## config.mk

```make
export PLATFORM = sky130hd
export DESIGN_NAME = mem_stage_lsu_flat
export DESIGN_NICKNAME = d
export VERILOG_FILES = /design/src/rtl/mem_pkg.sv /design/src/rtl/mem_stage_lsu_if.sv /design/src/rtl/mem_stage_lsu_lane_align.sv /design/src/rtl/mem_stage_lsu.sv /design/src/flat_wrapper.sv
export SDC_FILE = /design/constraint.sdc
export NUM_CORES = 1
export LEC_CHECK = 0
export BUFFER_PORTS_ARGS = -buffer_cell sky130_fd_sc_hd__buf_2
export CAP_MARGIN = 20
export CORE_UTILIZATION = 53
export DETAILED_ROUTE_END_ITERATION = 6
export GPL_TIMING_DRIVEN = 0
export MAX_ROUTING_LAYER = met4
export PLACE_DENSITY = 0.87
export SLEW_MARGIN = 20
export SYNTH_ARGS = -nofsm -noshare
export SYNTH_HDL_FRONTEND = slang
export SYNTH_SLANG_ARGS = --single-unit
```

## constraint.sdc

```tcl
create_clock -name clk -period 4.6 [get_ports clk]
set_input_delay 0.92 -clock clk [delete_from_list [all_inputs] [get_ports clk]]
set_output_delay 0.92 -clock clk [all_outputs]
set_load 0.03 [all_outputs]
```

## src/rtl/mem_pkg.sv

```systemverilog
// Shared encodings and default geometry for the MEM-stage load/store unit.
package mem_pkg;

    localparam int unsigned DEF_MEM_WORDS = 1024;
    localparam int unsigned DEF_IDX_W     = 10;

    localparam logic [1:0] SZ_BYTE = 2'd0;
    localparam logic [1:0] SZ_HALF = 2'd1;
    localparam logic [1:0] SZ_WORD = 2'd2;

    typedef enum logic {
        ST_IDLE,
        ST_RMW_WRITE
    } lsu_state_e;

    // Size 3 is reported here as well, so the caller only adds the range check.
    function automatic logic size_fault(input logic [1:0] size, input logic [1:0] addr_lo);
        logic bad;
        bad = 1'b0;
        case (size)
            SZ_BYTE: bad = 1'b0;
            SZ_HALF: bad = addr_lo[0];
            SZ_WORD: bad = |addr_lo;
            default: bad = 1'b1;
        endcase
        return bad;
    endfunction

endpackage

```

## src/rtl/mem_stage_lsu_if.sv

```systemverilog
// Request/response and data-memory bus of the MEM-stage LSU.
// master: the pipeline plus memory environment; slave: the LSU itself.
interface mem_stage_lsu_if;

    logic        req_valid;
    logic        req_ready;
    logic        req_we;
    logic [1:0]  req_size;
    logic        req_unsigned;
    logic [31:0] req_addr;
    logic [31:0] req_wdata;

    logic        rsp_valid;
    logic [31:0] rsp_data;
    logic        rsp_fault;
    logic        stall;

    logic [31:0] mem_address;
    logic        mem_readEn;
    logic        mem_writeEn;
    logic [31:0] mem_writeData;
    logic [31:0] mem_readData;

    modport master (
        output req_valid, req_we, req_size, req_unsigned, req_addr, req_wdata, mem_readData,
        input  req_ready, rsp_valid, rsp_data, rsp_fault, stall,
        input  mem_address, mem_readEn, mem_writeEn, mem_writeData
    );

    modport slave (
        input  req_valid, req_we, req_size, req_unsigned, req_addr, req_wdata, mem_readData,
        output req_ready, rsp_valid, rsp_data, rsp_fault, stall,
        output mem_address, mem_readEn, mem_writeEn, mem_writeData
    );

endinterface

```

## src/rtl/mem_stage_lsu_lane_align.sv

```systemverilog
// Byte/half lane handling: load extraction with sign/zero extension and
// store merge of new data into the old memory word.
module lsu_lane_align
    import mem_pkg::*;
(
    input  logic [1:0]  addr_lo,
    input  logic [1:0]  size,
    input  logic        is_unsigned,
    input  logic [31:0] old_word,
    input  logic [31:0] store_data,
    output logic [31:0] load_data,
    output logic [31:0] merged_word
);

    logic [7:0]  byte_lane;
    logic [15:0] half_lane;

    always_comb begin
        byte_lane = old_word[7:0];
        case (addr_lo)
            2'd0: byte_lane = old_word[7:0];
            2'd1: byte_lane = old_word[15:8];
            2'd2: byte_lane = old_word[23:16];
            2'd3: byte_lane = old_word[31:24];
        endcase
        half_lane = addr_lo[1] ? old_word[31:16] : old_word[15:0];

        load_data = old_word;
        case (size)
            SZ_BYTE: load_data = {{24{~is_unsigned & byte_lane[7]}}, byte_lane};
            SZ_HALF: load_data = {{16{~is_unsigned & half_lane[15]}}, half_lane};
            default: load_data = old_word;
        endcase
    end

    always_comb begin
        merged_word = old_word;
        case (size)
            SZ_BYTE: begin
                case (addr_lo)
                    2'd0: merged_word[7:0]   = store_data[7:0];
                    2'd1: merged_word[15:8]  = store_data[7:0];
                    2'd2: merged_word[23:16] = store_data[7:0];
                    2'd3: merged_word[31:24] = store_data[7:0];
                endcase
            end
            SZ_HALF: begin
                if (addr_lo[1]) merged_word[31:16] = store_data[15:0];
                else            merged_word[15:0]  = store_data[15:0];
            end
            default: merged_word = store_data;
        endcase
    end

endmodule

```

## src/rtl/mem_stage_lsu.sv

```systemverilog
// MEM-stage load/store unit: fault checks, 1-cycle loads and word stores,
// two-cycle read-modify-write for sub-word stores.
module mem_stage_lsu
    import mem_pkg::*;
#(
    parameter int unsigned MEM_WORDS = DEF_MEM_WORDS,
    parameter int unsigned IDX_W     = DEF_IDX_W
) (
    input  logic           clk,
    input  logic           rst,
    mem_stage_lsu_if.slave bus
);

    lsu_state_e       state_q;
    logic [IDX_W-1:0] idx_q;
    logic [31:0]      merge_q;
    logic             rsp_valid_q;
    logic [31:0]      rsp_data_q;
    logic             rsp_fault_q;

    logic [IDX_W-1:0] req_idx;
    logic             in_idle;
    logic             in_rmw;
    logic             fault;
    logic             accept;
    logic             go;
    logic             word_store;
    logic [31:0]      load_data;
    logic [31:0]      merged_word;

    assign req_idx    = bus.req_addr[IDX_W+1:2];
    assign in_idle    = (state_q == ST_IDLE);
    assign in_rmw     = (state_q == ST_RMW_WRITE);
    // Word index beyond the memory covers every nonzero bit above addr[IDX_W+1].
    assign fault      = size_fault(bus.req_size, bus.req_addr[1:0]) ||
                        ({2'b00, bus.req_addr[31:2]} >= MEM_WORDS);
    // Gated by rst so no enable can leak out while reset is held.
    assign accept     = bus.req_valid && in_idle && rst;
    assign go         = accept && !fault;
    assign word_store = bus.req_we && (bus.req_size == SZ_WORD);

    lsu_lane_align u_lane_align (
        .addr_lo     (bus.req_addr[1:0]),
        .size        (bus.req_size),
        .is_unsigned (bus.req_unsigned),
        .old_word    (bus.mem_readData),
        .store_data  (bus.req_wdata),
        .load_data   (load_data),
        .merged_word (merged_word)
    );

    assign bus.req_ready = in_idle;
    assign bus.stall     = bus.req_valid && !in_idle;
    assign bus.rsp_valid = rsp_valid_q;
    assign bus.rsp_data  = rsp_data_q;
    assign bus.rsp_fault = rsp_fault_q;

    // Loads and the read half of an RMW share the read port; only one enable per cycle.
    assign bus.mem_readEn    = go && !word_store;
    assign bus.mem_writeEn   = (go && word_store) || in_rmw;
    assign bus.mem_address   = in_rmw ? {{(32-IDX_W){1'b0}}, idx_q}   :
                               go     ? {{(32-IDX_W){1'b0}}, req_idx} : 32'd0;
    assign bus.mem_writeData = in_rmw                ? merge_q       :
                               (go && word_store)    ? bus.req_wdata : 32'd0;

    always_ff @(posedge clk or negedge rst) begin
        if (!rst) begin
            state_q     <= ST_IDLE;
            idx_q       <= '0;
            merge_q     <= '0;
            rsp_valid_q <= 1'b0;
            rsp_data_q  <= '0;
            rsp_fault_q <= 1'b0;
        end else begin
            rsp_valid_q <= 1'b0;
            rsp_data_q  <= '0;
            rsp_fault_q <= 1'b0;
            case (state_q)
                ST_IDLE: begin
                    if (accept) begin
                        if (fault) begin
                            rsp_valid_q <= 1'b1;
                            rsp_fault_q <= 1'b1;
                        end else if (!bus.req_we) begin
                            rsp_valid_q <= 1'b1;
                            rsp_data_q  <= load_data;
                        end else if (word_store) begin
                            rsp_valid_q <= 1'b1;
                        end else begin
                            merge_q <= merged_word;
                            idx_q   <= req_idx;
                            state_q <= ST_RMW_WRITE;
                        end
                    end
                end
                ST_RMW_WRITE: begin
                    rsp_valid_q <= 1'b1;
                    state_q     <= ST_IDLE;
                end
                default: state_q <= ST_IDLE;
            endcase
        end
    end

endmodule

```

## src/flat_wrapper.sv

```systemverilog
// flat-port wrapper written by rule: the top's interface ports become plain ports
module mem_stage_lsu_flat import mem_pkg::*;
#(
    parameter int unsigned MEM_WORDS = DEF_MEM_WORDS,
    parameter int unsigned IDX_W     = DEF_IDX_W
)
  (clk, rst, bus_req_valid, bus_req_we, bus_req_size, bus_req_unsigned, bus_req_addr, bus_req_wdata, bus_mem_readData, bus_req_ready, bus_rsp_valid, bus_rsp_data, bus_rsp_fault, bus_stall, bus_mem_address, bus_mem_readEn, bus_mem_writeEn, bus_mem_writeData);
  mem_stage_lsu_if bus_i ();
  input  logic clk;
  input  logic rst;
  input wire logic [$bits(bus_i.req_valid)-1:0] bus_req_valid;
  input wire logic [$bits(bus_i.req_we)-1:0] bus_req_we;
  input wire logic [$bits(bus_i.req_size)-1:0] bus_req_size;
  input wire logic [$bits(bus_i.req_unsigned)-1:0] bus_req_unsigned;
  input wire logic [$bits(bus_i.req_addr)-1:0] bus_req_addr;
  input wire logic [$bits(bus_i.req_wdata)-1:0] bus_req_wdata;
  input wire logic [$bits(bus_i.mem_readData)-1:0] bus_mem_readData;
  output wire logic [$bits(bus_i.req_ready)-1:0] bus_req_ready;
  output wire logic [$bits(bus_i.rsp_valid)-1:0] bus_rsp_valid;
  output wire logic [$bits(bus_i.rsp_data)-1:0] bus_rsp_data;
  output wire logic [$bits(bus_i.rsp_fault)-1:0] bus_rsp_fault;
  output wire logic [$bits(bus_i.stall)-1:0] bus_stall;
  output wire logic [$bits(bus_i.mem_address)-1:0] bus_mem_address;
  output wire logic [$bits(bus_i.mem_readEn)-1:0] bus_mem_readEn;
  output wire logic [$bits(bus_i.mem_writeEn)-1:0] bus_mem_writeEn;
  output wire logic [$bits(bus_i.mem_writeData)-1:0] bus_mem_writeData;
  assign bus_i.req_valid = bus_req_valid;
  assign bus_i.req_we = bus_req_we;
  assign bus_i.req_size = bus_req_size;
  assign bus_i.req_unsigned = bus_req_unsigned;
  assign bus_i.req_addr = bus_req_addr;
  assign bus_i.req_wdata = bus_req_wdata;
  assign bus_i.mem_readData = bus_mem_readData;
  assign bus_req_ready = bus_i.req_ready;
  assign bus_rsp_valid = bus_i.rsp_valid;
  assign bus_rsp_data = bus_i.rsp_data;
  assign bus_rsp_fault = bus_i.rsp_fault;
  assign bus_stall = bus_i.stall;
  assign bus_mem_address = bus_i.mem_address;
  assign bus_mem_readEn = bus_i.mem_readEn;
  assign bus_mem_writeEn = bus_i.mem_writeEn;
  assign bus_mem_writeData = bus_i.mem_writeData;
  mem_stage_lsu #(.MEM_WORDS(MEM_WORDS), .IDX_W(IDX_W)) u_core (.clk(clk), .rst(rst), .bus(bus_i));
endmodule
```

==> impl_metrics.json <==
{
  "vias": 4733,
  "arrival_ns": 3.20,
  "synth_ff_type": "dfrtp_1",
  "final-setup-viol-count": 0,
  "power_density_nw_per_um2": 233.2,
  "hold_class": "register to register",
  "ys_seq_area_share_pct": 39.49,
  "routed_wl_um": 16160,
  "clk_latency_ns": 0.35,
  "clk_path_buf_depth": 2,
  "fin_util_pct": 70.46,
  "viasPerCell": 5.976,
  "drc": 13,
  "synth_seq_cells": 77,
  "fin_ws_ns": 0.4833,
  "min_period_over_period_pct": 89.49,
  "path_max_fanout": 41,
  "rsz0062_at_grt": "false",
  "synth_top_area_share_pct": 39.49,
  "final_cell_mix": "185 x buf_2, 77 x dfrtp_1, 43 x a22o_1",
  "whs_path_depth": 1,
  "die_y_um": 97.95,
  "p_seq_share_pct": 46.8,
  "r2r_end": "u_core.merge_q[23]",
  "ys_types": 50,
  "place.gp.congestion": 0.9365,
  "slew_headroom_pct": 44.07,
  "final-instance-count-excl-fill": 792,
  "grt_usage_pct": 34.90,
  "cts_resized": 0,
  "top_layer_used": "met4",
  "power_leakage_nw": 3.191,
  "dpl.hpwl_um": 12610,
  "grt_overflow": 0,
  "dp.cells": 776,
  "clock_power_share_pct": 33.3,
  "drive_gt1_share_pct": 43.57,
  "synth.avg_cell_area_um2": 10.52,
  "drtIter0Drc": 288,
  "totalPowerFinal_mw": 1.447,
  "num_antenna_cells": 0,
  "cts-buffers-inserted": 9,
  "die-area_um2": 9594,
  "synth-edff-count": 0,
  "num_rows": 34,
  "wl_met1_um": 6677,
  "power_frac_comb_pct": 19.9,
  "synthCells": 464,
  "antenna_found_initial": 0,
  "max_freq_mhz": 242.9,
  "worst_pin_slew_ns": 0.8390,
  "synthTopCellsByArea": "dfrtp_1 39%, mux2_4 9.2%, a22o_1 7.7%",
  "first_global_vias": 4734,
  "crit_required_ns": 3.68,
  "layout.nets": 782,
  "postCtsHoldBufs": 0,
  "status": "finished with violations",
  "cts_tree": "built",
  "routedWlPerCell_um": 20.41,
  "fp.coreArea_um2": 8806,
  "reg2reg_setup_slack_ns": 2.32,
  "fin_skew_ns": 0.009770,
  "dr_wl_met3_um": 1285,
  "grt_pass1_wl_um": 24980,
  "synthArstFlopShare_pct": 100.0,
  "worst_hold_startpoint": "u_core.merge_q[24]",
  "finalHoldViolCount": 0,
  "hold_end": "u_core.merge_q[24]",
  "period_needed_ns": 4.117,
  "syn_area_um2": 4880,
  "ant_nets": 0,
  "die_x_um": 97.95,
  "switching_share_pct": 30.69,
  "cp-end-kind": "output port",
  "dp_slack_ns": 0.4765,
  "irDropWorstVdd_uv": 124.4,
  "drv_cap": 0,
  "initial_core_util_pct": 55.41,
  "timing.rr.start": "u_core.in_rmw",
  "ys.warnings.count": 0,
  "cts_root_buf": "clkbuf_8",
  "startpoint_type": "primary input",
  "area_delta_synth_final_pct": 27.15,
  "criticalPathCategory": "primary input to output port",
  "p_int_mw": 1.003,
  "io_pins": 205,
  "cts_max_level": 3,
  "cts_setup_buffers": 0,
  "layout_commonest_cell": "buf_2",
  "slew_violations": 0,
  "p_sw_uw": 444.2,
  "port_buffers": 182,
  "synth_top_area_cell": "dfrtp_1",
  "dr_wl_met2_um": 7634,
  "grt_max_degree": 42,
  "violations": "design-rule violations",
  "numClockSinks": 77,
  "path_clk_slew_ns": 0.08,
  "tns_ns": 0,
  "rr_worst_depth": 5,
  "drt-pass1-iter-count": 7
}
## worst max-delay path, cell delays in order
cell	delay, ns
buf_4	0.40
buf_12	0.30
nand3b_1	0.27
nor4_2	0.51
buf_2	0.34
a22o_1	0.21
buf_2	0.21
## registers in the layout, indices dropped and copies added (netlist names)
register and flops:
u_core.bus.rsp_data 32, u_core.idx_q 10, u_core.bus.rsp_fault 1, u_core.in_rmw 1, u_core.merge_q 32, u_core.bus.rsp_valid 1
## worst max-delay path by stage
stage	from	to
2_1_floorplan	bus_req_addr[12]	bus_mem_writeData[10]
3_3_place_gp	rst	bus_mem_writeData[2]
3_5_place_dp	rst	bus_mem_writeData[2]
4_1_cts	rst	bus_mem_writeData[2]
5_1_grt	rst	bus_mem_writeData[15]
6_report	rst	bus_mem_writeData[2]
## power groups by stage
| stage | sequential [mW] | combinational, mW | clock (mW) |
|---|---|---|---|
| 2_1_floorplan | 0.693 | 0.158 | 0 |
| 3_3_place_gp | 0.691 | 0.276 | 0 |
| 3_5_place_dp | 0.691 | 0.282 | 0 |
| 4_1_cts | 0.677 | 0.283 | 0.481 |
| 5_1_grt | 0.677 | 0.309 | 0.510 |
| 6_report | 0.677 | 0.288 | 0.482 |
## cells by family after synthesis
family	after synthesis	synth area share [%]
other	1	0.07685
flip-flops	77	39.49
buffers and inverters	75	8.179
AND/OR/NAND/NOR	104	11.15
AO/OA/AOI/OAI	142	22.15
multiplexers	65	18.95
## metal layers
| metal | vias up | track usage, % |
|---|---|---|
| li1 | 2127 | - |
| met2 | 281 | 54.98 |
| met3 | 54 | 5.297 |
| met4 | 0 | 15.62 |
| met1 | 2271 | 44.61 |
| met5 | - | - |
## synth_stat cells (all sizes together), types with 2 or more instances
cell	n
a211oi	8
a21bo	8
a21o	9
a21oi	19
a221oi	2
a22o	43
a22oi	6
a2bb2oi	8
a31oi	8
buf	34
clkbuf	28
dfrtp	77
inv	12
mux2	49
mux2i	8
mux4	8
nand2	11
nand2b	3
nand3	10
nand3b	10
nor2	37
nor2b	2
nor3	17
nor4	5
o21ai	4
o22a	7
o22ai	16
or3	2
or4	2
## layout make-up
cell class	instances	area [um^2]
multi-input combinational	333	2633
inverter	13	48.80
timing repair buffer	183	933.4
clock inverter	5	36.28
sequential	77	1927
fill	683	2601
buffer	62	350.3
tap	108	135.1
clock buffer	11	141.4
## metrics by stage
step | area (um^2) | hold WS [ns]
detailed placement | 6027 | 0.4824
CTS | 6205 | 0.5024
floorplan | 4959 | 0.4594
finish | 6205 | 0.4925
global route | 6205 | 0.5275
global placement | 6005 | 0.4724
No activity file was read; power rests on OpenSTA's default activity.
